--- src/rtl/dsp_pipe_pkg.sv ---
// dsp_pipe_pkg: shared helpers (clog2, lane pack/unpack over a MAX_W-bit bus keyed on lane width)
package dsp_pipe_pkg;
  localparam int MAX_W = 1024;
  function automatic int clog2(input int v);
    int r;
    r = 0;
    while ((1 << r) < v) r++;
    return r;
  endfunction
  function automatic logic [MAX_W-1:0] lane_get(input logic [MAX_W-1:0] v, input int i, input int w);
    return (v >> (i * w)) & ~({MAX_W{1'b1}} << w);
  endfunction
  function automatic logic [MAX_W-1:0] lane_set(input logic [MAX_W-1:0] v, input int i, input int w, input logic [MAX_W-1:0] x);
    logic [MAX_W-1:0] m;
    m = ~({MAX_W{1'b1}} << w) << (i * w);
    return (v & ~m) | ((x << (i * w)) & m);
  endfunction
endpackage

--- src/rtl/dsp_pipe_if.sv ---
// dsp_pipe_if: pipe bus; master drives ce/sclr/lat_sel/in_valid/data, slave returns mux_out/out_valid/primed/fill_cnt
interface dsp_pipe_if #(parameter int D_WIDTH = 18, parameter int LANES = 1, parameter int DEPTH = 2) ();
  localparam int LS_W = dsp_pipe_pkg::clog2(DEPTH + 1);
  logic ce, sclr, in_valid, out_valid, primed;
  logic [LS_W-1:0] lat_sel, fill_cnt;
  logic [LANES*D_WIDTH-1:0] data, mux_out;
  modport master(output ce, sclr, lat_sel, in_valid, data, input mux_out, out_valid, primed, fill_cnt);
  modport slave(input ce, sclr, lat_sel, in_valid, data, output mux_out, out_valid, primed, fill_cnt);
endinterface

--- src/rtl/pipe_reg_cell.sv ---
// pipe_reg_cell: W-bit register; ports clk, rst (async), i_ce, i_sclr (sync, wins over ce), i_d -> o_q
module pipe_reg_cell #(parameter int W = 19) (
  input  logic         clk,
  input  logic         rst,
  input  logic         i_ce,
  input  logic         i_sclr,
  input  logic [W-1:0] i_d,
  output logic [W-1:0] o_q
);
  logic [W-1:0] r_q;
  always_ff @(posedge clk or posedge rst)
    if (rst) r_q <= '0;
    else if (i_sclr) r_q <= '0;
    else if (i_ce) r_q <= i_d;
  assign o_q = r_q;
endmodule

--- src/rtl/dsp_pipe_stage.sv ---
// dsp_pipe_stage: multi-lane register chain with run-time tap select; ports clk, rst (async), bus (dsp_pipe_if.slave)
module dsp_pipe_stage import dsp_pipe_pkg::*; #(
  parameter int D_WIDTH = 18,
  parameter int LANES   = 1,
  parameter int DEPTH   = 2
) (
  input logic        clk,
  input logic        rst,
  dsp_pipe_if.slave  bus
);
  localparam int LS_W = clog2(DEPTH + 1);
  logic [D_WIDTH:0]   w_tap [LANES][DEPTH+1];
  logic [LANES-1:0]   w_vld;
  logic [LS_W-1:0]    r_fill, w_sel;
  assign w_sel = (bus.lat_sel > LS_W'(DEPTH)) ? LS_W'(DEPTH) : bus.lat_sel;
  for (genvar l = 0; l < LANES; l++) begin : g_lane
    assign w_tap[l][0] = {bus.in_valid, bus.data[l*D_WIDTH +: D_WIDTH]};
    for (genvar k = 1; k <= DEPTH; k++) begin : g_stg
      pipe_reg_cell #(.W(D_WIDTH + 1)) u_cell (
        .clk    (clk),
        .rst    (rst),
        .i_ce   (bus.ce),
        .i_sclr (bus.sclr),
        .i_d    (w_tap[l][k-1]),
        .o_q    (w_tap[l][k])
      );
    end
    assign bus.mux_out[l*D_WIDTH +: D_WIDTH] = w_tap[l][w_sel][D_WIDTH-1:0];
    assign w_vld[l] = w_tap[l][w_sel][D_WIDTH];
  end
  // every lane carries an identical valid copy; reducing them keeps all copies live
  assign bus.out_valid = &w_vld;
  always_ff @(posedge clk or posedge rst)
    if (rst) r_fill <= '0;
    else if (bus.sclr) r_fill <= '0;
    else if (bus.ce && r_fill != LS_W'(DEPTH)) r_fill <= r_fill + 1'b1;
  assign bus.fill_cnt = r_fill;
  assign bus.primed = (r_fill == LS_W'(DEPTH));
endmodule
--- src/flat_wrapper.sv ---
// flat-port wrapper written by rule: the top's interface ports become plain ports
module dsp_pipe_stage_flat import dsp_pipe_pkg::*;
#(
  parameter int D_WIDTH = 18,
  parameter int LANES   = 1,
  parameter int DEPTH   = 2
)
  (clk, rst, bus_ce, bus_sclr, bus_lat_sel, bus_in_valid, bus_data, bus_mux_out, bus_out_valid, bus_primed, bus_fill_cnt);
  dsp_pipe_if #(.D_WIDTH(D_WIDTH), .LANES(LANES), .DEPTH(DEPTH)) bus_i ();
  input logic clk;
  input logic rst;
  input wire logic [$bits(bus_i.ce)-1:0] bus_ce;
  input wire logic [$bits(bus_i.sclr)-1:0] bus_sclr;
  input wire logic [$bits(bus_i.lat_sel)-1:0] bus_lat_sel;
  input wire logic [$bits(bus_i.in_valid)-1:0] bus_in_valid;
  input wire logic [$bits(bus_i.data)-1:0] bus_data;
  output wire logic [$bits(bus_i.mux_out)-1:0] bus_mux_out;
  output wire logic [$bits(bus_i.out_valid)-1:0] bus_out_valid;
  output wire logic [$bits(bus_i.primed)-1:0] bus_primed;
  output wire logic [$bits(bus_i.fill_cnt)-1:0] bus_fill_cnt;
  assign bus_i.ce = bus_ce;
  assign bus_i.sclr = bus_sclr;
  assign bus_i.lat_sel = bus_lat_sel;
  assign bus_i.in_valid = bus_in_valid;
  assign bus_i.data = bus_data;
  assign bus_mux_out = bus_i.mux_out;
  assign bus_out_valid = bus_i.out_valid;
  assign bus_primed = bus_i.primed;
  assign bus_fill_cnt = bus_i.fill_cnt;
  dsp_pipe_stage #(.D_WIDTH(D_WIDTH), .LANES(LANES), .DEPTH(DEPTH)) u_core (.clk(clk), .rst(rst), .bus(bus_i));
endmodule
--- config.mk ---
export PLATFORM = sky130hd
export DESIGN_NAME = dsp_pipe_stage_flat
export DESIGN_NICKNAME = d
export VERILOG_FILES = /design/src/rtl/dsp_pipe_pkg.sv /design/src/rtl/dsp_pipe_if.sv /design/src/rtl/pipe_reg_cell.sv /design/src/rtl/dsp_pipe_stage.sv /design/src/flat_wrapper.sv
export SDC_FILE = /design/constraint.sdc
export NUM_CORES = 1
export LEC_CHECK = 0
export ABC_CLOCK_PERIOD_IN_PS = 1100
export BUFFER_PORTS_ARGS = -buffer_cell sky130_fd_sc_hd__buf_2
export CORE_MARGIN = 2
export CORE_UTILIZATION = 48
export DETAILED_ROUTE_END_ITERATION = 10
export PLACE_DENSITY_LB_ADDON = 0.08
export SLEW_MARGIN = 20
export SYNTH_ARGS = -nofsm -noshare
export SYNTH_HDL_FRONTEND = slang
export SYNTH_SLANG_ARGS = --single-unit
--- constraint.sdc ---
create_clock -name clk -period 1.1 [get_ports clk]
set_input_delay 0 -clock clk [delete_from_list [all_inputs] [get_ports clk]]
set_output_delay 0 -clock clk [all_outputs]
set_load 0.01 [all_outputs]
==> flow_summary.ini <==
[run_status]
outcome = finished, violations left
violations = negative setup slack

[worst_hold_path]
min_from = bus_data[6]
hp-class = input pin to flop
min_to = u_core.g_lane[0].g_stg[1].u_cell.o_q[6]$_DFFE_PP0P_
hold_depth = 3

[pwr]
irDropWorstVdd_uv = 981
swShare_pct = 25.4
p_sw_mw = 0.832
total_power_mw = 3.28
p_seq_share_pct = 48.5
power_density_nw_per_um2 = 1200
internal-power_mw = 2.45
p_comb_share_pct = 20.3
power_leakage_nw = 1.46
power.share.clock_pct = 31.2

[sta]
worst_slack_ns = -0.0928
maxClockFrequency_mhz = 838
final-hold-violation-count = 0
setup_viol = 2
finalCritPeriodShare_pct = 108
min_period_ns = 1.19
fin_worst_skew_ns = 0.00228
tightest_slew_ns = 0.218
max-slew-margin-rel_pct = 85.5
rsz0062_at_grt = yes
drv_slew = 0

[layout]
nNetsFinal = 296
fillCellCount = 335
area_growth_pct = 33.6
drive_gt1_share_pct = 26.7
antenna_cells = 0
design_area_sq_um = 2730

[clock_network]
clock-sinks = 40
clockBufferDepth = 2
cts_tree = done
htree_levels = 2
insertion_delay_ns = 0.28
numCtsBuffers = 5
cts-root-buf = clkbuf_8
clk_pin_slew_ns = 0.07

[placement]
portBuffers = 46
routabilityCongestion = 0.677
dpl.hpwl_microns = 2670
placed_area_sq_um = 2370

[setup_path]
reg2reg_depth = 5
r2r-start = u_core.bus.fill_cnt[0]$_DFFE_PP0P_
endpoint_kind = flop
worstPathArrival_ns = 1.36
rrSetupSlack_ns = -0.09
critPathMaxFanout = 2
setup.worst_path.class = flop to flop
r2r-end = u_core.bus.fill_cnt[1]$_DFFE_PP0P_
cp-start-kind = flop
required_ns = 1.27

[route]
drc_errors = 0
avgViaCountPerCell = 5.03
ant_nets = 0
firstDrtPassIters = 4
first_iter_violations = 82
top_layer = met4
vias = 1611
avgRoutedWirePerCell_microns = 13.4
wl_met3_microns = 180
routed_wl_microns = 4290
wirelength_met1_microns = 1830
wl_met2_microns = 2230

[grt]
grt_use_total_pct = 18.8
grt_pass1_vias = 1649
grt_first_pass_wirelength_microns = 7310
grt_max_degree = 41
grt-ovfl-total = 0
antenna_found_initial = 0

[die]
fp.dieArea_sq_um = 4790
start_util_pct = 50.4
die_y_microns = 69.2
core-area_sq_um = 4060
row_count = 23
die_x_microns = 69.2
pin_count = 47

[run]
maxCapViolations = 0

[yosys]
synth_cells = 196
synth_warnings = 0
seq_area_frac_synth_pct = 49.0
synth_nets = 222
synth_seq_cells = 40
syn_area_per_cell_sq_um = 10.4
synth_cell_types = 14
syn_area_sq_um = 2040
==> worst max path at each step <==
stage | startpoint | slack, ns | cells after the start | endpoint
after CTS | u_core.bus.fill_cnt[1]$_DFFE_PP0P_ | -0.09 | 4 | u_core.bus.fill_cnt[1]$_DFFE_PP0P_
after detailed placement | u_core.bus.fill_cnt[0]$_DFFE_PP0P_ | -0.08 | 5 | u_core.bus.fill_cnt[1]$_DFFE_PP0P_
after global routing | u_core.bus.fill_cnt[0]$_DFFE_PP0P_ | -0.16 | 5 | u_core.bus.fill_cnt[1]$_DFFE_PP0P_
after floorplan | u_core.bus.fill_cnt[0]$_DFFE_PP0P_ | -0.14 | 5 | u_core.bus.fill_cnt[1]$_DFFE_PP0P_
final | u_core.bus.fill_cnt[0]$_DFFE_PP0P_ | -0.09 | 5 | u_core.bus.fill_cnt[1]$_DFFE_PP0P_
after global placement | u_core.bus.fill_cnt[0]$_DFFE_PP0P_ | -0.008 | 5 | u_core.bus.fill_cnt[1]$_DFFE_PP0P_
==> worst max-delay path: stages, from the launching register on <==
cell and delay (ns):
dfrtp_1 0.36, inv_1 0.05, ha_2 0.18, and2b_2 0.25, mux2i_1 0.18, nor2_1 0.05
==> final cells by class <==
class                      count  area [sq um]  area share, %
multi-input combinational    139           937           34.3
tap                           50          62.6           2.29
clock buffer                   7          96.3           3.53
sequential                    40          1000           36.7
inverter                       3          11.3          0.412
timing repair buffer          81           622           22.8
==> repair_timing <==
item	CTS	global route
buffers inserted	1	7
hold buffers	19	0
pin swaps	0	2
endpoints found under the setup margin	2	10
gates cloned	0	0
resized for setup	0	3
endpoints found under the hold margin	58	0
==> placed cells by master (no fill, tap or decap) <==
| master | instances |
|---|---|
| o21ai_1 | 19 |
| and2b_2 | 1 |
| xnor2_2 | 1 |
| buf_6 | 1 |
| inv_1 | 3 |
| buf_2 | 45 |
| mux2i_1 | 58 |
| nand2_1 | 19 |
| dlygate4sd3_1 | 19 |
| clkbuf_8 | 7 |
| buf_12 | 6 |
| ha_2 | 1 |
| nor2_1 | 40 |
| buf_4 | 10 |
| dfrtp_1 | 40 |
==> cell families after synthesis <==
logic type | count (synthesis) | share of synthesized area, %
DFF | 40 | 49.0
muxes | 58 | 28.4
buffers and inverters | 17 | 5.69
adders and majority gates | 1 | 0.612
AOI/OAI and AO/OA | 19 | 4.65
xor gates and xnor gates | 1 | 0.429
and+or+nand+nor | 60 | 11.2
==> cells in the mapped netlist <==
library cell  number  area, sq um
mux2i_1           58          581
dfrtp_1           40         1000
nor2_1            40          150
nand2_1           19         71.3
o21ai_1           19         95.1
clkbuf_1           5         18.8
buf_2              3         15.0
buf_8              3         45.0
inv_1              3         11.3
buf_4              2         15.0
and2b_1            1         7.51
buf_6              1         11.3
ha_1               1         12.5
xnor2_1            1         8.76
==> stage by stage <==
step | TNS [ns] | util [%] | instances | hold WS (ns) | setup slack (ns)
6_report | -0.181 | 67.3 | 320 | 0.00797 | -0.0928
5_1_grt | -0.329 | 67.3 | 320 | 0.0368 | -0.163
4_1_cts | -0.143 | 65.6 | 313 | 0.00692 | -0.0887
3_5_place_dp | -0.138 | 58.4 | 286 | 0.0750 | -0.0813
3_3_place_gp | -0.00770 | 58.4 | 286 | 0.0642 | -0.00770
2_1_floorplan | -0.224 | - | 196 | 0.156 | -0.138
==> power by group through the flow <==
stage / combinational (mW) / clock (mW) / sequential, mW
final: 0.666 / 1.02 / 1.59
after global routing: 0.733 / 1.09 / 1.60
after CTS: 0.635 / 1.06 / 1.59
after detailed placement: 0.574 / 0 / 1.62
after global placement: 0.551 / 0 / 1.61
after floorplan: 0.363 / 0 / 1.61
==> sequential cells by signal, summed over array words and instances, names as in the netlist <==
name	count
u_core.g_lane.g_stg.u_cell.o_q	38
u_core.bus.fill_cnt	2
==> layer usage <==
layer,vias up,track usage (%)
met5,-,0
met4,0,6.54
met3,5,4.65
met2,34,33.3
met1,773,22.0
li1,799,-
(Power assumes the default switching activity.)
